[config.mk]
export PLATFORM = sky130hd
export DESIGN_NAME = scsu_ocp_mst
export DESIGN_NICKNAME = d
export VERILOG_FILES = /design/src/rtl/scsu_ocp_pkg.sv /design/src/rtl/scsu_ocp_mst.sv
export SDC_FILE = /design/constraint.sdc
export NUM_CORES = 1
export LEC_CHECK = 0
export ABC_CLOCK_PERIOD_IN_PS = 2500
export CAP_MARGIN = 20
export CORE_ASPECT_RATIO = 1.5
export CORE_MARGIN = 5
export CORE_UTILIZATION = 45
export DETAILED_ROUTE_END_ITERATION = 10
export DONT_BUFFER_PORTS = 1
export GPL_ROUTABILITY_DRIVEN = 0
export SKIP_CTS_REPAIR_TIMING = 1
export SYNTH_ARGS = -nofsm -noshare
export SYNTH_HDL_FRONTEND = slang
export SYNTH_SLANG_ARGS = --single-unit
[constraint.sdc]
create_clock -name clk -period 2.5 [get_ports clk]
set_clock_uncertainty 0.05 [all_clocks]
set_input_delay 0.25 -clock clk [delete_from_list [all_inputs] [get_ports clk]]
set_output_delay 0.25 -clock clk [all_outputs]
set_load 0.03 [all_outputs]
[src/rtl/scsu_ocp_pkg.sv]
//------------------------------------------------------------------------------
// Module : scsu_ocp_pkg
// Brief  : OCP command/response encodings, FSM state type and error data word
//          shared by the SCSU OCP master bridge.
// Rev    : 1.0
//------------------------------------------------------------------------------
`default_nettype none

package scsu_ocp_pkg;

    localparam logic [2:0] c_mcmd_idle = 3'd0;
    localparam logic [2:0] c_mcmd_wr   = 3'd1;
    localparam logic [2:0] c_mcmd_rd   = 3'd2;

    localparam logic [1:0] c_sresp_null = 2'd0;
    localparam logic [1:0] c_sresp_dva  = 2'd1;
    localparam logic [1:0] c_sresp_err  = 2'd3;

    localparam logic [15:0] c_err_data = 16'hDEAD;

    typedef enum logic [1:0] {
        ST_IDLE = 2'd0,
        ST_CMD  = 2'd1,
        ST_RESP = 2'd2,
        ST_DONE = 2'd3
    } state_t;

endpackage

`default_nettype wire

[src/rtl/scsu_ocp_mst.sv]
//------------------------------------------------------------------------------
// Module : scsu_ocp_mst
// Brief  : Bridges the SCS16 external-bus request/done handshake onto a single
//          outstanding OCP master transaction (posted writes, reads with
//          response). Optional watchdog enabled by SCSU_OCP_TIMEOUT_EN.
// Rev    : 1.0
//------------------------------------------------------------------------------
`default_nettype none

module scsu_ocp_mst
    import scsu_ocp_pkg::*;
#(
    parameter int TIMEOUT_CYCLES = 255
) (
    input  logic        clk,
    input  logic        rst,
    input  logic        scs16_ext_bus_cs,
    input  logic [1:0]  scs16_ram_we,
    input  logic [23:0] scs16_ram_addr,
    input  logic [15:0] scs16_ram_wr_data,
    output logic        scs16_ext_bus_done,
    output logic [15:0] scs16_ext_rd_data,
    output logic [2:0]  scsu_m_ocp_mcmd,
    output logic [1:0]  scsu_m_ocp_mbyten,
    output logic [12:0] scsu_m_ocp_maddr,
    output logic [15:0] scsu_m_ocp_mdata,
    input  logic        ocp_scsu_m_scmdaccept,
    input  logic [1:0]  ocp_scsu_m_sresp,
    input  logic [15:0] ocp_scsu_m_sdata,
    output logic        bus_err,
    input  logic        bus_err_clr
);

    state_t      r_state;
    state_t      w_state_nxt;
    logic        r_prev_done;
    logic        r_is_wr;
    logic        w_is_wr_nxt;
    logic [2:0]  r_mcmd;
    logic [2:0]  w_mcmd_nxt;
    logic [1:0]  r_mbyten;
    logic [1:0]  w_mbyten_nxt;
    logic [12:0] r_maddr;
    logic [12:0] w_maddr_nxt;
    logic [15:0] r_mdata;
    logic [15:0] w_mdata_nxt;
    logic        r_done;
    logic        w_done_nxt;
    logic [15:0] r_rd_data;
    logic [15:0] w_rd_data_nxt;
    logic        r_bus_err;
    logic        w_err_set;
    logic        w_to_hit;
    logic        w_busy;

    assign w_busy = (r_state == ST_CMD) || (r_state == ST_RESP);

`ifdef SCSU_OCP_TIMEOUT_EN
    localparam int CNT_W = ($clog2(TIMEOUT_CYCLES + 1) > 8) ? $clog2(TIMEOUT_CYCLES + 1) : 8;

    logic [CNT_W-1:0] r_to_cnt;

    always_ff @(posedge clk or posedge rst) begin
        if (rst) begin
            r_to_cnt <= '0;
        end else if (r_state == ST_IDLE && w_state_nxt == ST_CMD) begin
            r_to_cnt <= '0;
        end else if (w_busy) begin
            r_to_cnt <= r_to_cnt + CNT_W'(1);
        end
    end

    // Count value at the edge closing the TIMEOUT_CYCLES-th busy cycle.
    assign w_to_hit = w_busy && (r_to_cnt == CNT_W'(TIMEOUT_CYCLES - 1));
`else
    logic w_unused_to_cfg;
    assign w_unused_to_cfg = |TIMEOUT_CYCLES;
    assign w_to_hit        = 1'b0;
`endif

    logic w_unused_addr;
    assign w_unused_addr = ^{scs16_ram_addr[23:14], scs16_ram_addr[0]};

    always_comb begin
        w_state_nxt   = r_state;
        w_is_wr_nxt   = r_is_wr;
        w_mcmd_nxt    = r_mcmd;
        w_mbyten_nxt  = r_mbyten;
        w_maddr_nxt   = r_maddr;
        w_mdata_nxt   = r_mdata;
        w_done_nxt    = 1'b0;
        w_rd_data_nxt = r_rd_data;
        w_err_set     = 1'b0;

        case (r_state)
            ST_IDLE: begin
                w_mcmd_nxt = c_mcmd_idle;
                // The request level is still high right after a completion.
                if (scs16_ext_bus_cs && !r_prev_done) begin
                    w_state_nxt  = ST_CMD;
                    w_is_wr_nxt  = (scs16_ram_we != 2'b00);
                    w_mcmd_nxt   = (scs16_ram_we != 2'b00) ? c_mcmd_wr : c_mcmd_rd;
                    w_mbyten_nxt = (scs16_ram_we != 2'b00) ? scs16_ram_we : 2'b11;
                    w_maddr_nxt  = scs16_ram_addr[13:1];
                    w_mdata_nxt  = scs16_ram_wr_data;
                end
            end

            ST_CMD: begin
                if (ocp_scsu_m_scmdaccept) begin
                    w_mcmd_nxt = c_mcmd_idle;
                    if (r_is_wr) begin
                        w_state_nxt = ST_DONE;
                        w_done_nxt  = 1'b1;
                    end else begin
                        w_state_nxt = ST_RESP;
                    end
                end else if (w_to_hit) begin
                    w_mcmd_nxt    = c_mcmd_idle;
                    w_state_nxt   = ST_DONE;
                    w_done_nxt    = 1'b1;
                    w_rd_data_nxt = c_err_data;
                    w_err_set     = 1'b1;
                end
            end

            ST_RESP: begin
                if (ocp_scsu_m_sresp == c_sresp_dva) begin
                    w_state_nxt   = ST_DONE;
                    w_done_nxt    = 1'b1;
                    w_rd_data_nxt = ocp_scsu_m_sdata;
                end else if (ocp_scsu_m_sresp != c_sresp_null || w_to_hit) begin
                    // Reserved code 2 is handled as an error response.
                    w_state_nxt   = ST_DONE;
                    w_done_nxt    = 1'b1;
                    w_rd_data_nxt = c_err_data;
                    w_err_set     = 1'b1;
                end
            end

            ST_DONE: begin
                w_state_nxt = ST_IDLE;
            end

            default: begin
                w_state_nxt = ST_IDLE;
                w_mcmd_nxt  = c_mcmd_idle;
            end
        endcase
    end

    always_ff @(posedge clk or posedge rst) begin
        if (rst) begin
            r_state     <= ST_IDLE;
            r_prev_done <= 1'b0;
            r_is_wr     <= 1'b0;
            r_mcmd      <= c_mcmd_idle;
            r_mbyten    <= 2'b00;
            r_maddr     <= 13'd0;
            r_mdata     <= 16'd0;
            r_done      <= 1'b0;
            r_rd_data   <= 16'd0;
            r_bus_err   <= 1'b0;
        end else begin
            r_state     <= w_state_nxt;
            r_prev_done <= (r_state == ST_DONE);
            r_is_wr     <= w_is_wr_nxt;
            r_mcmd      <= w_mcmd_nxt;
            r_mbyten    <= w_mbyten_nxt;
            r_maddr     <= w_maddr_nxt;
            r_mdata     <= w_mdata_nxt;
            r_done      <= w_done_nxt;
            r_rd_data   <= w_rd_data_nxt;
            if (w_err_set) begin
                r_bus_err <= 1'b1;
            end else if (bus_err_clr) begin
                r_bus_err <= 1'b0;
            end
        end
    end

    assign scs16_ext_bus_done = r_done;
    assign scs16_ext_rd_data  = r_rd_data;
    assign scsu_m_ocp_mcmd    = r_mcmd;
    assign scsu_m_ocp_mbyten  = r_mbyten;
    assign scsu_m_ocp_maddr   = r_maddr;
    assign scsu_m_ocp_mdata   = r_mdata;
    assign bus_err            = r_bus_err;

endmodule

`default_nettype wire

Word-level counts from Yosys, hierarchy flattened --
Cells that the tools add are included.
Word-level totals: word-level logic and storage cells 51, output and inout port bits 52, register bits after elaboration 56
Operators by class: multiplexer cells 22, reduce and logical (&&, ||, !) cells 12, equality and inequality tests 7
Operators with widths (number):
- 16-bit 2-to-1 mux | 2
- 2-bit 2-to-1 mux | 7
- 2-bit nonzero test | 5
- 1-bit 2-to-1 mux | 9
- 2-bit case mux with 4 select lines | 1
- 3-bit case mux with 2 select lines | 1
- 2-bit AND reduction | 3
- 2-bit by 1-bit == test with 1-bit output, second input constant | 2
- 2-bit == test, second input constant | 2
- 2-bit inequality test, second input constant | 2
- 3-bit 2-to-1 mux | 1
- 3-bit by 1-bit inequality test with 1-bit output, second input constant | 1
- 3-bit AND reduction | 1
- 2-bit logical NOT | 1
- 1-bit case mux with 2 select lines | 1
- 1-bit logical AND | 1
- 1-bit logical NOT | 1

Logic depth before layout (Yosys ltp) --
Gate-level depths: netlist of the first run.
depth in word-level cells 5, mapped depth 7, gate-level depth less buffers 5

Worst setup path after synthesis of the first run --
OpenSTA, ideal clock, no wires.
path type flip-flop to flip-flop, from register r_state[0], to register r_maddr[0], in the netlist scsu_m_ocp_maddr[0], buffers on the path 2, slack 0.837 ns, cell stages (with the launch flop) 7, setup time 0.125 ns, data required time 2.325 ns, arrival time 1.488 ns, path through dfrtp_1 -> inv_1 -> ha_1 -> nand3b_1 -> buf_2 -> buf_6 -> mux2_2
On the way: word-level cells in the longest chain between the ends 2
RTL lines:
- from (decl) | line scsu_ocp_mst.sv:34 | state_t r_state;
- from (signal assigned) | line scsu_ocp_mst.sv:165 | r_state <= w_state_nxt;
- 2-bit logical NOT | line scsu_ocp_mst.sv:95 | case (r_state)
- 2-bit AND reduction (no line)
- to (signal assigned) | line scsu_ocp_mst.sv:170 | r_maddr <= w_maddr_nxt;
- to (decl) | line scsu_ocp_mst.sv:43 | logic [12:0] r_maddr;
No other way between the ends. A chain may end at the register's enable or synchronous reset.

Worst setup path in the final report of the first run --
from register r_state[0], to register r_mdata[15], in the netlist scsu_m_ocp_mdata[15]
On the way: word-level cells in the longest chain between the ends 2
RTL lines:
- 2-bit logical NOT | line scsu_ocp_mst.sv:95
- 2-bit AND reduction (no line)
- to (signal assigned) | line scsu_ocp_mst.sv:171 | r_mdata <= w_mdata_nxt;
- to (decl) | line scsu_ocp_mst.sv:45 | logic [15:0] r_mdata;
No other way between the ends.

==> impl_metrics.py, run 1 <==
metrics = {
    "cts": {
        "insertion_delay_ns": 0.29,
        "cts_tree": "yes",
        "cts-buffers-inserted": 5,
        "clkTransAtPathRegs_ns": 0.09,
        "cts_max_level": 2,
        "cts_buffer_depth": 2,
        "clockRootBuffer": "clkbuf_8",
        "cts_sinks": 55,
    },
    "hold_path": {
        "hold_path_end": "bus_err",
        "holdPathStages": 2,
        "min_path_type": "primary input to register",
        "hp-start": "ocp_scsu_m_sresp[1]",
    },
    "floorplanning": {
        "core-area_sq_mm": 0.004810,
        "die_y_um": 95.80,
        "dieArea_sq_mm": 0.006437,
        "std_cell_rows": 31,
        "ios": 117,
        "die-width_um": 67.20,
        "start_util_pct": 45.92,
    },
    "synth": {
        "synth_area_sq_mm": 0.002208,
        "yosys.area.top_type": "dfrtp_1",
        "postSynthAreaPerCell_sq_um": 14.62,
        "syn_inst": 151,
        "synth.top_cell.area_share_pct": 62.32,
        "yosys_register_bits": 55,
        "synth_nets": 223,
        "yosysWarningCount": 0,
        "seq_area_frac_synth_pct": 62.32,
        "synth_cell_types": 29,
        "yosys-top-cells-area": "dfrtp_1 62%, mux2_2 15%, o22a_1 4.4%",
    },
    "sta": {
        "max_slew_margin_pct": 58.50,
        "finalSetupViolCount": 0,
        "worst_pin_slew_ns": 0.6160,
        "finalHoldViolations": 0,
        "finalMaxSlewViolations": 0,
        "finalCritPeriodShare_pct": 74.19,
        "max_freq_mhz": 539.1,
        "min_period_ns": 1.855,
        "fin_setup_tns_ns": 0,
        "rsz0062_at_grt": "false",
        "setup_slack_ns": 0.6452,
    },
    "worst_setup_path": {
        "worstReg2RegStart": "r_state[0]",
        "ff2ff_path_depth": 5,
        "end_kind": "register",
        "r2r_setup_slack_ns": 0.65,
        "regToRegEndpoint": "scsu_m_ocp_mdata[15]",
        "slowest_stage": "dfrtp_1",
        "critPathMaxFanout": 36,
        "cp-start-kind": "register",
        "critical_path_class": "register to register",
        "crit_chain": "inv_1 > ha_1 > nand3b_1 > buf_4 > mux2_2",
        "crit_family": "buffers and inverters",
        "crit_arrival_ns": 1.98,
        "crit_buf_inv": 2,
        "cpPeakStageDelay_ns": 0.42,
        "worstPathRequired_ns": 2.63,
    },
    "pwr": {
        "leakage_nw": 1.048,
        "peakVddDrop_v": 0.0006948,
        "power.density_mw_per_mm2": 1612,
        "total_power_w": 0.003890,
    },
    "detailed_routing": {
        "drt-total-wl_um": 4174,
        "drt_iter0_markers": 41,
        "vias": 1216,
        "antenna_left": 0,
        "firstDrtPassIters": 4,
        "vias_per_cell": 5.453,
        "wire_per_inst_um": 18.72,
        "drc_errors": 0,
    },
    "final_layout": {
        "seqCellArea_sq_mm": 0.001376,
        "drive_gt1_share_pct": 26.75,
        "multi_input_area_sq_um": 759.5,
        "syn_to_final_growth_pct": 9.235,
        "layout.nets": 228,
        "antenna_cells": 0,
        "fill_cells": 435,
    },
    "outcome": {
        "status": "finished, final reports clean",
    },
    "placement": {
        "post-dp-hpwl_um": 3348,
        "io_buffers": 0,
        "dpl_worst_slack_ns": 0.6314,
    },
    "grt": {
        "grt_pass1_vias": 1309,
        "gr-usage-met1_pct": 12.39,
        "gr-usage-all-layers_pct": 13.09,
        "grtUsageMet2_pct": 24.12,
        "grtUsageMet3_pct": 5.491,
        "busiest_layer": "met2",
        "grt_first_pass_wirelength_um": 6368,
        "antenna_found_initial": 0,
        "grt_overflow": 0,
        "grt_max_degree": 37,
    },
    "flow_run": {
        "max_cap_viol_count": 0,
    },
}
==> per-stage QoR <==
stage / util (%) / std cells / cell area, sq um / hold slack (ns)
CTS: 49.74 / 221 / 2392 / -0.2984
floorplan: - / 151 / 2208 / 0.2964
global placement: 46.98 / 213 / 2260 / 0.02368
finish: 50.16 / 223 / 2412 / 0.01475
detailed placement: 46.98 / 213 / 2260 / 0.02933
global route: 50.16 / 223 / 2412 / 0.01352
==> sequential cells by signal, indices dropped and copies added (netlist names), 2 cells and up <==
| signal | count |
|---|---|
| scs16_ext_rd_data | 16 |
| scsu_m_ocp_mdata | 16 |
| scsu_m_ocp_maddr | 13 |
| r_state | 2 |
| scsu_m_ocp_mbyten | 2 |
| scsu_m_ocp_mcmd | 2 |
==> where the power goes <==
part / switching [W] / internal, W
Clock: 0.000262 / 0.000400
Combinational: 0.000344 / 0.000453
Sequential: 0.00112 / 0.00131
Total: 0.00172 / 0.00217
==> cell type report <==
cell class                 count  share of cell area (%)
clock buffer                   6                   3.008
sequential                    55                   57.05
multi-input combinational     84                   31.48
inverter                       5                  0.7780
tap                           66                   3.423
clock inverter                 2                   2.490
timing repair buffer           5                   1.763
==> synthesized netlist by cell type (all sizes together) <==
library cell / n
clkbuf: 2
a21boi: 1
o22a: 11
a211oi: 1
ha: 7
and3b: 1
nor3b: 1
nand2b: 1
mux2i: 2
dfrtp: 55
nand3b: 2
a22o: 5
and3: 1
nand3: 1
nor2: 1
inv: 5
o31ai: 1
a221oi: 1
buf: 5
o21a: 1
nor2b: 2
o21ai: 6
mux2: 30
or4: 1
nand2: 6
conb: 1
==> how the worst max path moves through the flow <==
| stage | start | to | slack [ns] | cells past startpoint |
|---|---|---|---|---|
| 2_1_floorplan | r_state[0] | scsu_m_ocp_maddr[0] | 0.84 | 6 |
| 6_report | r_state[0] | scsu_m_ocp_mdata[15] | 0.65 | 5 |
| 3_5_place_dp | r_state[0] | scsu_m_ocp_mdata[10] | 0.63 | 5 |
| 3_3_place_gp | r_state[0] | scsu_m_ocp_maddr[0] | 0.71 | 5 |
| 4_1_cts | r_state[0] | scsu_m_ocp_mdata[5] | 0.62 | 5 |
| 5_1_grt | r_state[0] | scsu_m_ocp_maddr[5] | 0.54 | 5 |
==> cells by family (layout without fill, tap and decap cells) <==
family          Yosys count  after routing  share of synthesized area, %
compound gates           27             27                         9.745
flops                    55             55                         62.32
other cells               1              1                        0.1698
buf+inv                  12             18                         3.286
fa+ha+maj                 7              7                         3.966
simple gates             17             17                         4.306
mux                      32             32                         16.20
==> per-layer routing <==
layer / part of all wire [%] / vias up
met4: 2.0 / 0
li1: - / 540
met2: 54 / 75
met3: 13 / 7
met5: 0 / -
met1: 31 / 594
==> worst register-to-register path: cells and delay by family (launching register included) <==
family / cells / cell delay, ns
adders and majority gates: 1 / 0.26
buffers and inverters: 2 / 0.51
DFF: 1 / 0.42
muxes: 1 / 0.41
and+or+nand+nor: 1 / 0.09
==> cell usage in the layout (no fill, tap or decap), types with 2 or more instances in the layout <==
cell           instances
a22o_1                 5
nand3b_1               2
mux2i_1                2
o22a_1                11
ha_1                   7
dfrtp_1               55
o21ai_0                5
clkbuf_8               5
dlygate4sd3_1          2
nor2b_1                2
inv_1                  4
mux2_2                30
buf_4                  3
bufinv_16              2
nand2_1                6
Note: power is estimated with default switching activity, not from simulation.
==> run 2: changes to the inputs <==
--- a/config.mk
+++ b/config.mk
@@ -5,7 +5,8 @@
 export SDC_FILE = /design/constraint.sdc
 export NUM_CORES = 1
 export LEC_CHECK = 0
-export ABC_CLOCK_PERIOD_IN_PS = 2500
+export ABC_AREA = 1
+export ABC_CLOCK_PERIOD_IN_PS = 1900
 export CAP_MARGIN = 20
 export CORE_ASPECT_RATIO = 1.5
 export CORE_MARGIN = 5
==> constraint.sdc (replaced) <==
create_clock -name clk -period 1.9 [get_ports clk]
set_clock_uncertainty 0.05 [all_clocks]
set_input_delay 0.19 -clock clk [delete_from_list [all_inputs] [get_ports clk]]
set_output_delay 0.19 -clock clk [all_outputs]
set_load 0.03 [all_outputs]
==> run 2 against run 1 <==
  * The flow now finishes with violations (hold timing)
  * Clock-buffer cell count unchanged
  * Setup slack worse by 0.39 ns
  * Area after synthesis grew 6.2%
  * Largest cell class unchanged
  * Highest routed layer unchanged
==> impl_metrics.py, run 2 <==
metrics = {
    "placement": {
        "io_buffers": 0,
        "dpl_worst_slack_ns": 0.2391,
        "post-dp-hpwl_um": 3550,
        "place_area_sq_mm": 0.002371,
    },
    "outcome": {
        "violations": "hold timing",
        "status": "finished with violations",
    },
    "worst_setup_path": {
        "critical_path_class": "register to register",
        "regToRegEndpoint": "scsu_m_ocp_maddr[8]",
        "cp-endpoint": "scsu_m_ocp_maddr[8]",
        "ff2ff_path_depth": 6,
        "worstPathRequired_ns": 2.09,
        "crit_arrival_ns": 1.84,
        "end_kind": "register",
        "worstReg2RegStart": "r_state[0]",
        "cp-start-kind": "register",
        "critPathLaunch": "r_state[0]",
        "r2r_setup_slack_ns": 0.25,
        "critPathMaxFanout": 28,
    },
    "grt": {
        "antenna_found_initial": 0,
        "grt_max_degree": 56,
        "gr-usage-all-layers_pct": 15.07,
        "grt_pass1_vias": 1622,
        "grt_overflow": 0,
        "grt_first_pass_wirelength_um": 7824,
    },
    "detailed_routing": {
        "antenna_left": 0,
        "vias_per_cell": 4.634,
        "drt-total-wl_um": 5397,
        "firstDrtPassIters": 4,
        "drc_errors": 0,
        "drt_iter0_markers": 92,
        "wire_per_inst_um": 14.32,
        "vias": 1747,
    },
    "cts": {
        "cts_sinks": 55,
        "cts_max_level": 2,
        "insertion_delay_ns": 0.30,
        "cts-buffers-inserted": 5,
        "clockRootBuffer": "clkbuf_8",
        "clkTransAtPathRegs_ns": 0.09,
        "cts_tree": "yes",
        "cts_buffer_depth": 2,
    },
    "floorplanning": {
        "dieArea_sq_mm": 0.006784,
        "core-area_sq_mm": 0.005125,
        "die_y_um": 98.41,
        "start_util_pct": 45.75,
        "std_cell_rows": 32,
        "die-width_um": 68.94,
        "ios": 117,
    },
    "synth": {
        "yosys-top-cells-area": "dfrtp_1 59%, nand2_1 19%, nor2_1 5.4%",
        "yosysMostFrequentCell": "nand2_1",
        "synthArstFlopShare_pct": 100.0,
        "postSynthAreaPerCell_sq_um": 8.848,
        "synth.top_cell.area_share_pct": 58.70,
        "synth_nets": 337,
        "ys.flop_type": "dfrtp_1",
        "synth_cell_types": 21,
        "yosys.area.top_type": "dfrtp_1",
        "syn_inst": 265,
        "synth_edf_count": 0,
        "synth_area_sq_mm": 0.002345,
        "yosysWarningCount": 0,
        "seq_area_frac_synth_pct": 58.70,
        "yosys_register_bits": 55,
        "synth_common_cells": "119 x nand2_1, 55 x dfrtp_1, 34 x nor2_1, 13 x inv_1, 7 x ha_1",
    },
    "final_layout": {
        "fin_area_sq_mm": 0.002899,
        "finish.utilization_pct": 56.57,
        "layout_common_cells": "119 x nand2_1, 55 x dfrtp_1, 44 x dlygate4sd3_1",
        "final_common_cell": "nand2_1",
        "layout.nets": 381,
        "antenna_cells": 0,
        "syn_to_final_growth_pct": 23.64,
        "drive_gt1_share_pct": 6.796,
    },
    "sta": {
        "rsz0062_at_grt": "false",
        "whs_ns": -0.01485,
        "finalSetupViolCount": 0,
        "min_period_ns": 1.648,
        "finalCritPeriodShare_pct": 86.72,
        "setup_slack_ns": 0.2522,
        "fin_setup_tns_ns": 0,
        "finalMaxSlewViolations": 0,
        "finalHoldViolations": 3,
        "max_freq_mhz": 606.9,
    },
    "pwr": {
        "power.density_mw_per_mm2": 1705,
        "leakage_nw": 1.490,
        "peakVddDrop_v": 0.0007672,
    },
    "hold_path": {
        "min_path_type": "primary input to register",
    },
    "flow_run": {
        "max_cap_viol_count": 0,
    },
}
## run 2: changes by cell type after synthesis, sizes merged, moves of 4 or more
| cell | delta |
|---|---|
| inv | +11 |
| o22a | -11 |
| nand2 | +115 |
| nand3 | +6 |
| mux2 | -30 |
| a22o | -5 |
| buf | +4 |
| nor2 | +37 |
## run 2: logic make-up (layout without fill, tap and decap cells)
family	count (synthesis)	after routing	synth area share, %
simple gates	169	169	28.76
flops	55	55	58.70
buf+inv	25	69	6.350
compound gates	8	8	2.294
fa+ha+maj	7	7	3.735
other cells	1	1	0.1599
## run 2: critical path, cell delays in order, from the launching register on
cell and delay (ns):
dfrtp_1 0.45, inv_1 0.14, ha_1 0.30, nand2_4 0.15, buf_4 0.31, nand2_1 0.10, nand2_1 0.08
## run 2: power breakdown
| part | internal, W | switching, W | leakage [nW] |
|---|---|---|---|
| clock network | 0.000287 | 0.000347 | 0.0470 |
| registers | 0.00169 | 0.00140 | 0.662 |
| logic | 0.000481 | 0.000731 | 0.781 |
| total | 0.00246 | 0.00248 | 1.49 |
## run 2: area by class of cell
type                            instances  area (sq um)
Tap cell                               68         85.08
Fill cell                             495          2226
Clock buffer                            6         82.58
Clock inverter                          1         5.005
Multi-Input combinational cell        185         819.5
Sequential cell                        55          1376
Timing Repair Buffer                   46         467.9
Inverter                               16         62.56
## run 2: metrics by stage
stage	total power (W)	std cells	hold slack, ns
6_report	0.004941	377	-0.01485
5_1_grt	0.005322	377	0.001177
4_1_cts	0.004935	333	-0.2283
3_5_place_dp	0.004275	326	0.1100
3_3_place_gp	0.004224	326	0.1069
2_1_floorplan	0.004003	265	0.2473
## run 2: worst min path at each step
| stage | depth (start not counted) | slack (ns) | from | to |
|---|---|---|---|---|
| after floorplan | 1 | 0.25 | bus_err_clr | bus_err |
| after global placement | 2 | 0.11 | rst | r_state[0] |
| after detailed placement | 2 | 0.11 | rst | r_state[0] |
| after CTS | 2 | -0.23 | rst | scsu_m_ocp_mdata[9] |
| after global routing | 2 | 0.001 | ocp_scsu_m_sdata[2] | scs16_ext_rd_data[2] |
| final | 2 | -0.01 | ocp_scsu_m_sdata[2] | scs16_ext_rd_data[2] |
## run 2: routing by layer
metal	vias up	global-route usage (%)	share of wire, %
met5	-	0	0
met4	0	4.955	1.0
met3	6	5.178	8.2
met2	60	25.29	53
met1	799	17.47	38
li1	882	-	-
